`src/rtl/uart_tx_arbiter.sv`:
```
// Four-lane arbiter feeding one UART transmitter: round-robin or fixed-priority grant, then hold off for frame+guard.
// Latency: ack/tx_valid one cycle after accept; backpressure: requests wait while busy, no grants while en=0.
module uart_tx_arbiter #(
    parameter int FRAME_CYCLES = 104170,
    parameter int GAP_CYCLES   = 2
) (
    input  logic        clk,
    input  logic        rst,
    input  logic        en,
    input  logic        prio_mode,
    input  logic [3:0]  req,
    input  logic [31:0] req_data,
    output logic [3:0]  ack,
    output logic        tx_valid,
    output logic [7:0]  tx_data,
    output logic        busy,
    output logic [1:0]  last_grant,
    output logic [15:0] tx_count
);

    typedef enum logic {
        ST_IDLE = 1'b0,
        ST_WAIT = 1'b1
    } state_t;

    localparam logic [16:0] CNT_LAST = 17'(FRAME_CYCLES + GAP_CYCLES - 1);

    state_t      r_state, w_state_nxt;
    logic [16:0] r_cnt, w_cnt_nxt;
    logic [3:0]  r_ack, w_ack_nxt;
    logic        r_tx_valid, w_tx_valid_nxt;
    logic [7:0]  r_tx_data, w_tx_data_nxt;
    logic [1:0]  r_last_grant, w_last_grant_nxt;
    logic [15:0] r_tx_count, w_tx_count_nxt;

    logic [1:0]  w_start;
    logic [7:0]  w_req_dbl;
    logic [3:0]  w_req_rot;
    logic [1:0]  w_ofs;
    logic [1:0]  w_win;

    // Rotate the request vector so the search always runs from offset 0.
    assign w_start   = prio_mode ? 2'd0 : r_last_grant + 2'd1;
    assign w_req_dbl = {req, req};
    assign w_req_rot = w_req_dbl[w_start +: 4];
    assign w_win     = w_start + w_ofs;

    always_comb begin
        w_ofs = 2'd3;
        if (w_req_rot[0])      w_ofs = 2'd0;
        else if (w_req_rot[1]) w_ofs = 2'd1;
        else if (w_req_rot[2]) w_ofs = 2'd2;
    end

    always_comb begin
        w_state_nxt      = r_state;
        w_cnt_nxt        = r_cnt;
        w_ack_nxt        = 4'b0000;
        w_tx_valid_nxt   = 1'b0;
        w_tx_data_nxt    = r_tx_data;
        w_last_grant_nxt = r_last_grant;
        w_tx_count_nxt   = r_tx_count;
        case (r_state)
            ST_IDLE: begin
                if (en && (req != 4'b0000)) begin
                    w_state_nxt      = ST_WAIT;
                    w_cnt_nxt        = 17'd0;
                    w_ack_nxt        = 4'b0001 << w_win;
                    w_tx_valid_nxt   = 1'b1;
                    w_tx_data_nxt    = req_data[{w_win, 3'b000} +: 8];
                    w_last_grant_nxt = w_win;
                    w_tx_count_nxt   = r_tx_count + 16'd1;
                end
            end
            ST_WAIT: begin
                w_cnt_nxt = r_cnt + 17'd1;
                if (r_cnt == CNT_LAST) begin
                    w_state_nxt = ST_IDLE;
                end
            end
            default: w_state_nxt = ST_IDLE;
        endcase
    end

    always_ff @(posedge clk) begin
        if (rst) begin
            r_state      <= ST_IDLE;
            r_cnt        <= 17'd0;
            r_ack        <= 4'b0000;
            r_tx_valid   <= 1'b0;
            r_tx_data    <= 8'h00;
            r_last_grant <= 2'd3;
            r_tx_count   <= 16'd0;
        end else begin
            r_state      <= w_state_nxt;
            r_cnt        <= w_cnt_nxt;
            r_ack        <= w_ack_nxt;
            r_tx_valid   <= w_tx_valid_nxt;
            r_tx_data    <= w_tx_data_nxt;
            r_last_grant <= w_last_grant_nxt;
            r_tx_count   <= w_tx_count_nxt;
        end
    end

    assign ack        = r_ack;
    assign tx_valid   = r_tx_valid;
    assign tx_data    = r_tx_data;
    assign busy       = (r_state == ST_WAIT);
    assign last_grant = r_last_grant;
    assign tx_count   = r_tx_count;

endmodule

```
`config.mk`:
```
export PLATFORM = sky130hd
export DESIGN_NAME = uart_tx_arbiter
export DESIGN_NICKNAME = d
export VERILOG_FILES = /design/src/rtl/uart_tx_arbiter.sv
export SDC_FILE = /design/constraint.sdc
export NUM_CORES = 1
export LEC_CHECK = 0
export CAP_MARGIN = 20
export CORE_MARGIN = 2
export CORE_UTILIZATION = 28
export CTS_BUF_LIST = sky130_fd_sc_hd__clkbuf_2
export DETAILED_ROUTE_END_ITERATION = 10
export DONT_BUFFER_PORTS = 1
export GPL_TIMING_DRIVEN = 0
export HOLD_SLACK_MARGIN = 0.02
export REMOVE_ABC_BUFFERS = 1
export SYNTH_ARGS = -nofsm -noshare
export SYNTH_HDL_FRONTEND = slang
export SYNTH_SLANG_ARGS = --single-unit
```
`constraint.sdc`:
```
create_clock -name clk -period 2.64 [get_ports clk]
set_clock_uncertainty 0.1 [all_clocks]
set_input_delay 0.528 -clock clk [delete_from_list [all_inputs] [get_ports clk]]
set_output_delay 0.528 -clock clk [all_outputs]
set_load 0.05 [all_outputs]
```
Word level (Yosys, flattened, before mapping) --
Cells that the tools add are included.
Word-level totals: input bits 40, register bits after elaboration 49, output and inout bits 32
Cells by class: bitwise logic cells 2, $add $sub $neg 4, equal/unequal tests 2, multiplexer cells 9, reduce and logical (&&, ||, !) cells 5, shifts and indexed selects 3
Operator list (number):
- 17-bit one-hot mux with 2 select lines | 1
- 32-bit by 6-bit variable part select with 8-bit output | 1
- 17-bit by 1-bit adder with 17-bit output, second input constant | 1
- 17-bit == test, second input constant | 1
- 17-bit 2-to-1 mux | 1
- 16-bit by 1-bit adder with 16-bit output, second input constant | 1
- 8-bit by 3-bit variable part select with 3-bit output | 1
- 2-bit 2-to-1 mux | 3
- 4-bit nonzero test | 1
- 1-bit by 2-bit << shifter with 4-bit output, first input constant | 1
- 1-bit 2-to-1 mux | 3
- 3-bit OR reduction | 1
- 2-bit by 1-bit adder with 2-bit output, second input constant | 1
- 2-bit adder | 1
- 2-bit inequality test, second input constant | 1
- 1-bit inverter | 2
- 1-bit one-hot mux with 2 select lines | 1
- 2-bit AND reduction | 1
- 2-bit OR reduction | 1
- 1-bit logical AND | 1

Longest topological paths before layout --
depth in word-level cells 8, gate-level depth with buffers 10, gate-level depth less buffers 9

Worst setup path before layout --
Ideal clock, no wire load.
path kind reg-to-reg, start register r_last_grant[0] (netlist: last_grant[0]), end register r_tx_data[0] (netlist: tx_data[0]), period minus slack after synthesis 3.101 ns, arrival time 2.861 ns, library setup time 0.140 ns, required time 2.400 ns, stages on the path, launching flop included 11, setup slack -0.461 ns, cells stage by stage dfxtp_1 xnor2_1 nor2_1 a21boi_0 o32a_1 mux2i_1 ha_1 clkbuf_1 clkbuf_1 mux2i_1 o221ai_2
Between the ends: longest elaborated chain between the ends 8
Ends and longest elaborated chain:
- from (decl) | line 33 | logic [1:0] r_last_grant, w_last_grant_nxt;
- from (signal assigned) | line 100 | r_last_grant <= w_last_grant_nxt;
- 2-bit by 1-bit adder with 2-bit output * | line 43 | assign w_start = prio_mode ? 2'd0 : r_last_grant + 2'd1;
- 2-bit 2-to-1 mux * | line 43
- 8-bit by 3-bit variable part select with 3-bit output | line 45 | assign w_req_rot = w_req_dbl[w_start +: 4];
- 1-bit 2-to-1 mux | line 52 | else if (w_req_rot[2]) w_ofs = 2'd2;
- 2-bit 2-to-1 mux | line 51 | else if (w_req_rot[1]) w_ofs = 2'd1;
- 2-bit 2-to-1 mux | line 50 | if (w_req_rot[0]) w_ofs = 2'd0;
- 2-bit adder * | line 46 | assign w_win = w_start + w_ofs;
- named net w_win[0] | line 40 | logic [1:0] w_win;
- 32-bit by 6-bit variable part select with 8-bit output * | line 70 | w_tx_data_nxt = req_data[{w_win, 3'b000} +: 8];
- to (signal assigned) | line 99 | r_tx_data <= w_tx_data_nxt;
- to (decl) | line 32 | logic [7:0] r_tx_data, w_tx_data_nxt;
Mark *: on every way through the listed nets, which the timed path passes. The rest lies on a longest branch. A chain may end at the register's enable or synchronous reset.

Worst setup path in the final report --
start register r_last_grant[0] (netlist: last_grant[0]), end register r_tx_data[4] (netlist: tx_data[4])
Between the ends: longest elaborated chain between the ends 8
Ends and longest elaborated chain (line):
- 2-bit by 1-bit adder with 2-bit output * | 43
- 2-bit 2-to-1 mux * | 43
- 8-bit by 3-bit variable part select with 3-bit output | 45
- 1-bit 2-to-1 mux | 52
- 2-bit 2-to-1 mux | 51
- 2-bit 2-to-1 mux | 50
- 2-bit adder * | 46
- 32-bit by 6-bit variable part select with 8-bit output * | 70
Mark *: on every way between the ends. The rest lies on a longest branch, timed or not.

==> results.sh <==
export IMPL_diodes=0
export IMPL_place_gp_congestion=0.724
export IMPL_worst_setup_path_start_kind="flip-flop"
export IMPL_required_ns=2.89
export IMPL_fp_dieH_um=96.4
export IMPL_grtUsageMet3_pct=3.68
export IMPL_final_layout_size_suffix_gt1_share_pct=11.0
export IMPL_setup_violations=0
export IMPL_place_ws_ns=-0.416
export IMPL_post_cts_buffers=0
export IMPL_outcome="finished, final reports clean"
export IMPL_ys_seq_elements=49
export IMPL_synth_edf_count=0
export IMPL_met1_usage_pct=13.0
export IMPL_grt_setup_unrepaired="true"
export IMPL_ys_dominant_reg_cell="dfxtp_1"
export IMPL_max_cap_violations=0
export IMPL_finalHoldViolCount=0
export IMPL_place_inst=362
export IMPL_rows=33
export IMPL_clkTransAtPathRegs_ns=0.24
export IMPL_syn_area_sq_um=2390
export IMPL_r2r_start="last_grant[0]"
export IMPL_grt_pass1_wl_mm=8.11
export IMPL_wl_per_cell_um=13.8
export IMPL_worst_pin_slew_ns=0.853
export IMPL_crit_slowest_cell="or4_4"
export IMPL_post_route_util_pct=32.0
export IMPL_syn_to_final_growth_pct=10.5
export IMPL_ys_warnings_count=0
export IMPL_synth_cell_type_count=46
export IMPL_async_reset_ff_share_pct=0
export IMPL_grt_usage_pct=11.1
export IMPL_vdd_drop_max_mv=0.177
export IMPL_finalMaxSlewViolations=0
export IMPL_fin_crit_sh_pct=96.8
export IMPL_grt_met2_usage_pct=18.8
export IMPL_final_setup_worst_slack_ns=0.0841
export IMPL_drc=0
export IMPL_start_util_pct=28.9
export IMPL_die_w_um=96.4
export IMPL_cpPeakStageDelay_ns=0.61
export IMPL_die_area_sq_um=9290
export IMPL_numCtsBuffers=5
export IMPL_crit_arrival_ns=2.80
export IMPL_cp_num_buf_inv=0
export IMPL_antenna_found_initial=0
export IMPL_viasPerCell=5.08
export IMPL_fin_nets=314
export IMPL_fin_crit_ns=2.56
export IMPL_path_max_fanout=8
export IMPL_ctsRootBufferMaster="clkbuf_2"
export IMPL_placed_cell_area_sq_um=2480
export IMPL_seq_area_frac_synth_pct=41.1
export IMPL_finalPower_mw=1.45
export IMPL_power_per_cell_area_nw_per_um2=551
export IMPL_synth_cells=266
export IMPL_hold_class="in2reg"
export IMPL_slew_headroom_pct=42.7
export IMPL_drt_initial_drc_count=73
export IMPL_cts_sinks=49
export IMPL_cts_tree="done"
export IMPL_fmax_mhz=391
export IMPL_stdcell_area_sq_um=2640
export IMPL_startpoint="last_grant[0]"
export IMPL_hold_worst_slack_ns=0.0777
export IMPL_hold_start="rst"
export IMPL_syn_area_per_cell_sq_um=8.98
export IMPL_tns_ns=0
export IMPL_busiest_layer="met2"
export IMPL_portBuffers=0
export IMPL_cts_max_level=2
export IMPL_final_antenna_net_count=0
export IMPL_cp_top_family="simple AND/OR/NAND/NOR gates"
export IMPL_dp_hpwl_mm=3.61
export IMPL_final_cells=377
export IMPL_crit_type="reg2reg"
export IMPL_grt_pass1_vias=1760
export IMPL_n_fill_cell=888
export IMPL_dr_pass1_iters=6
export IMPL_clk_latency_ns=0.42
export IMPL_p_leak_nw=0.908
export IMPL_cp_end_kind="flip-flop"
export IMPL_path_cells="xnor2_2 > nor2_2 > o32a_1 > mux2i_1 > ha_2 > and3b_4 > or4_4 > o221ai_2"
export IMPL_core_sq_um=8260
export IMPL_drt_total_wl_mm=5.19
export IMPL_io_pins=72
export IMPL_clockBufferDepth=2
export IMPL_overflow=0
export IMPL_grt_max_degree=24
export IMPL_num_vias=1916
cells in the mapped netlist, types with 2 or more instances:
| cell type | number | area, sq um |
|---|---|---|
| ha_1 | 3 | 37.5 |
| o21ai_0 | 2 | 10.0 |
| xnor2_1 | 10 | 87.6 |
| mux2i_1 | 17 | 170 |
| or2_2 | 2 | 12.5 |
| nor2_1 | 42 | 158 |
| nand2_1 | 22 | 82.6 |
| nand4_1 | 7 | 43.8 |
| nor4_1 | 2 | 12.5 |
| o31ai_1 | 2 | 15.0 |
| a211oi_1 | 3 | 22.5 |
| nand2b_1 | 3 | 18.8 |
| nor3b_1 | 2 | 15.0 |
| a31oi_1 | 3 | 18.8 |
| and4_1 | 3 | 26.3 |
| clkbuf_1 | 5 | 18.8 |
| o211ai_1 | 4 | 30.0 |
| nand4b_1 | 3 | 26.3 |
| and3_1 | 5 | 31.3 |
| o21a_1 | 2 | 15.0 |
| a21oi_1 | 8 | 40.0 |
| o221ai_2 | 7 | 105 |
| dfxtp_1 | 49 | 981 |
| nand3_1 | 13 | 65.1 |
| or3_1 | 3 | 18.8 |
| buf_2 | 2 | 10.0 |
| inv_1 | 8 | 30.0 |
| nor3_1 | 5 | 25.0 |
| mux2_2 | 2 | 22.5 |
| a21boi_0 | 2 | 15.0 |
| xor2_1 | 10 | 87.6 |
state kept, by name (all words and copies together) (netlist names):
register	cells
tx_data	8
ack	4
busy	1
tx_count	16
r_cnt	17
last_grant	2
tx_valid	1
where the power goes:
group / switching, mW / internal [mW]
registers: 0.114 / 0.769
clock network: 0.232 / 0.161
logic: 0.0966 / 0.0824
total: 0.442 / 1.01
kinds of logic after synthesis:
family	Yosys count	synth area share [%]
compound gates	41	14.5
fa+ha+maj	3	1.57
buf+inv	17	3.09
flops	49	41.1
mux	19	8.07
simple gates	117	24.4
xor+xnor	20	7.33
layout by cell type (no fill, tap or decap), types with 6 or more instances in the layout:
cell	Yosys	final
a21oi_1	8	8
clkbuf_2	0	6
dfxtp_1	49	46
dlygate4sd3_1	0	6
inv_1	8	8
mux2i_1	17	17
nand2_1	22	22
nand3_1	13	13
nand4_1	7	7
nor2_1	42	41
o221ai_2	7	8
xnor2_1	10	9
xor2_1	10	10
worst reg2reg max path: cells and delay by family, from the launching register on:
kind                       cells  cell delay [ns]
adders and majority gates      1             0.19
muxes                          1             0.14
xor gates and xnor gates       1             0.16
and+or+nand+nor                3             0.89
DFF                            1             0.54
AOI/OAI and AO/OA              2             0.47
final timing paths:
path         cells past startpoint  slack (ns)          to
max reg2reg                      8        0.08  tx_data[4]
min                              1        0.08    tx_valid
max                              8        0.08  tx_data[4]
min reg2reg                      1        0.40   r_cnt[16]
layout make-up:
| cell class | count | area [sq um] | area share, % |
|---|---|---|---|
| timing repair buffer | 6 | 60.1 | 2.28 |
| clock inverter | 2 | 33.8 | 1.28 |
| clock buffer | 6 | 30.0 | 1.14 |
| multi-input combinational | 201 | 1360 | 51.7 |
| inverter | 8 | 30.0 | 1.14 |
| sequential | 49 | 990 | 37.5 |
| tap | 105 | 131 | 4.98 |
per-layer routing:
metal	vias to the layer above	routed length [um]
li1	971	-
met1	907	2250
met2	32	2570
met3	6	275
met4	0	85
met5	-	0
timing repair:
item                                    4_1_cts  5_1_grt
hold endpoints to repair                     14       15
endpoints found under the setup margin       15        5
pin swaps                                     0       10
gates resized for setup                       6        5
cloned                                        0        1
hold buffers                                  1        5
Note: power is estimated with default switching activity, not from simulation.
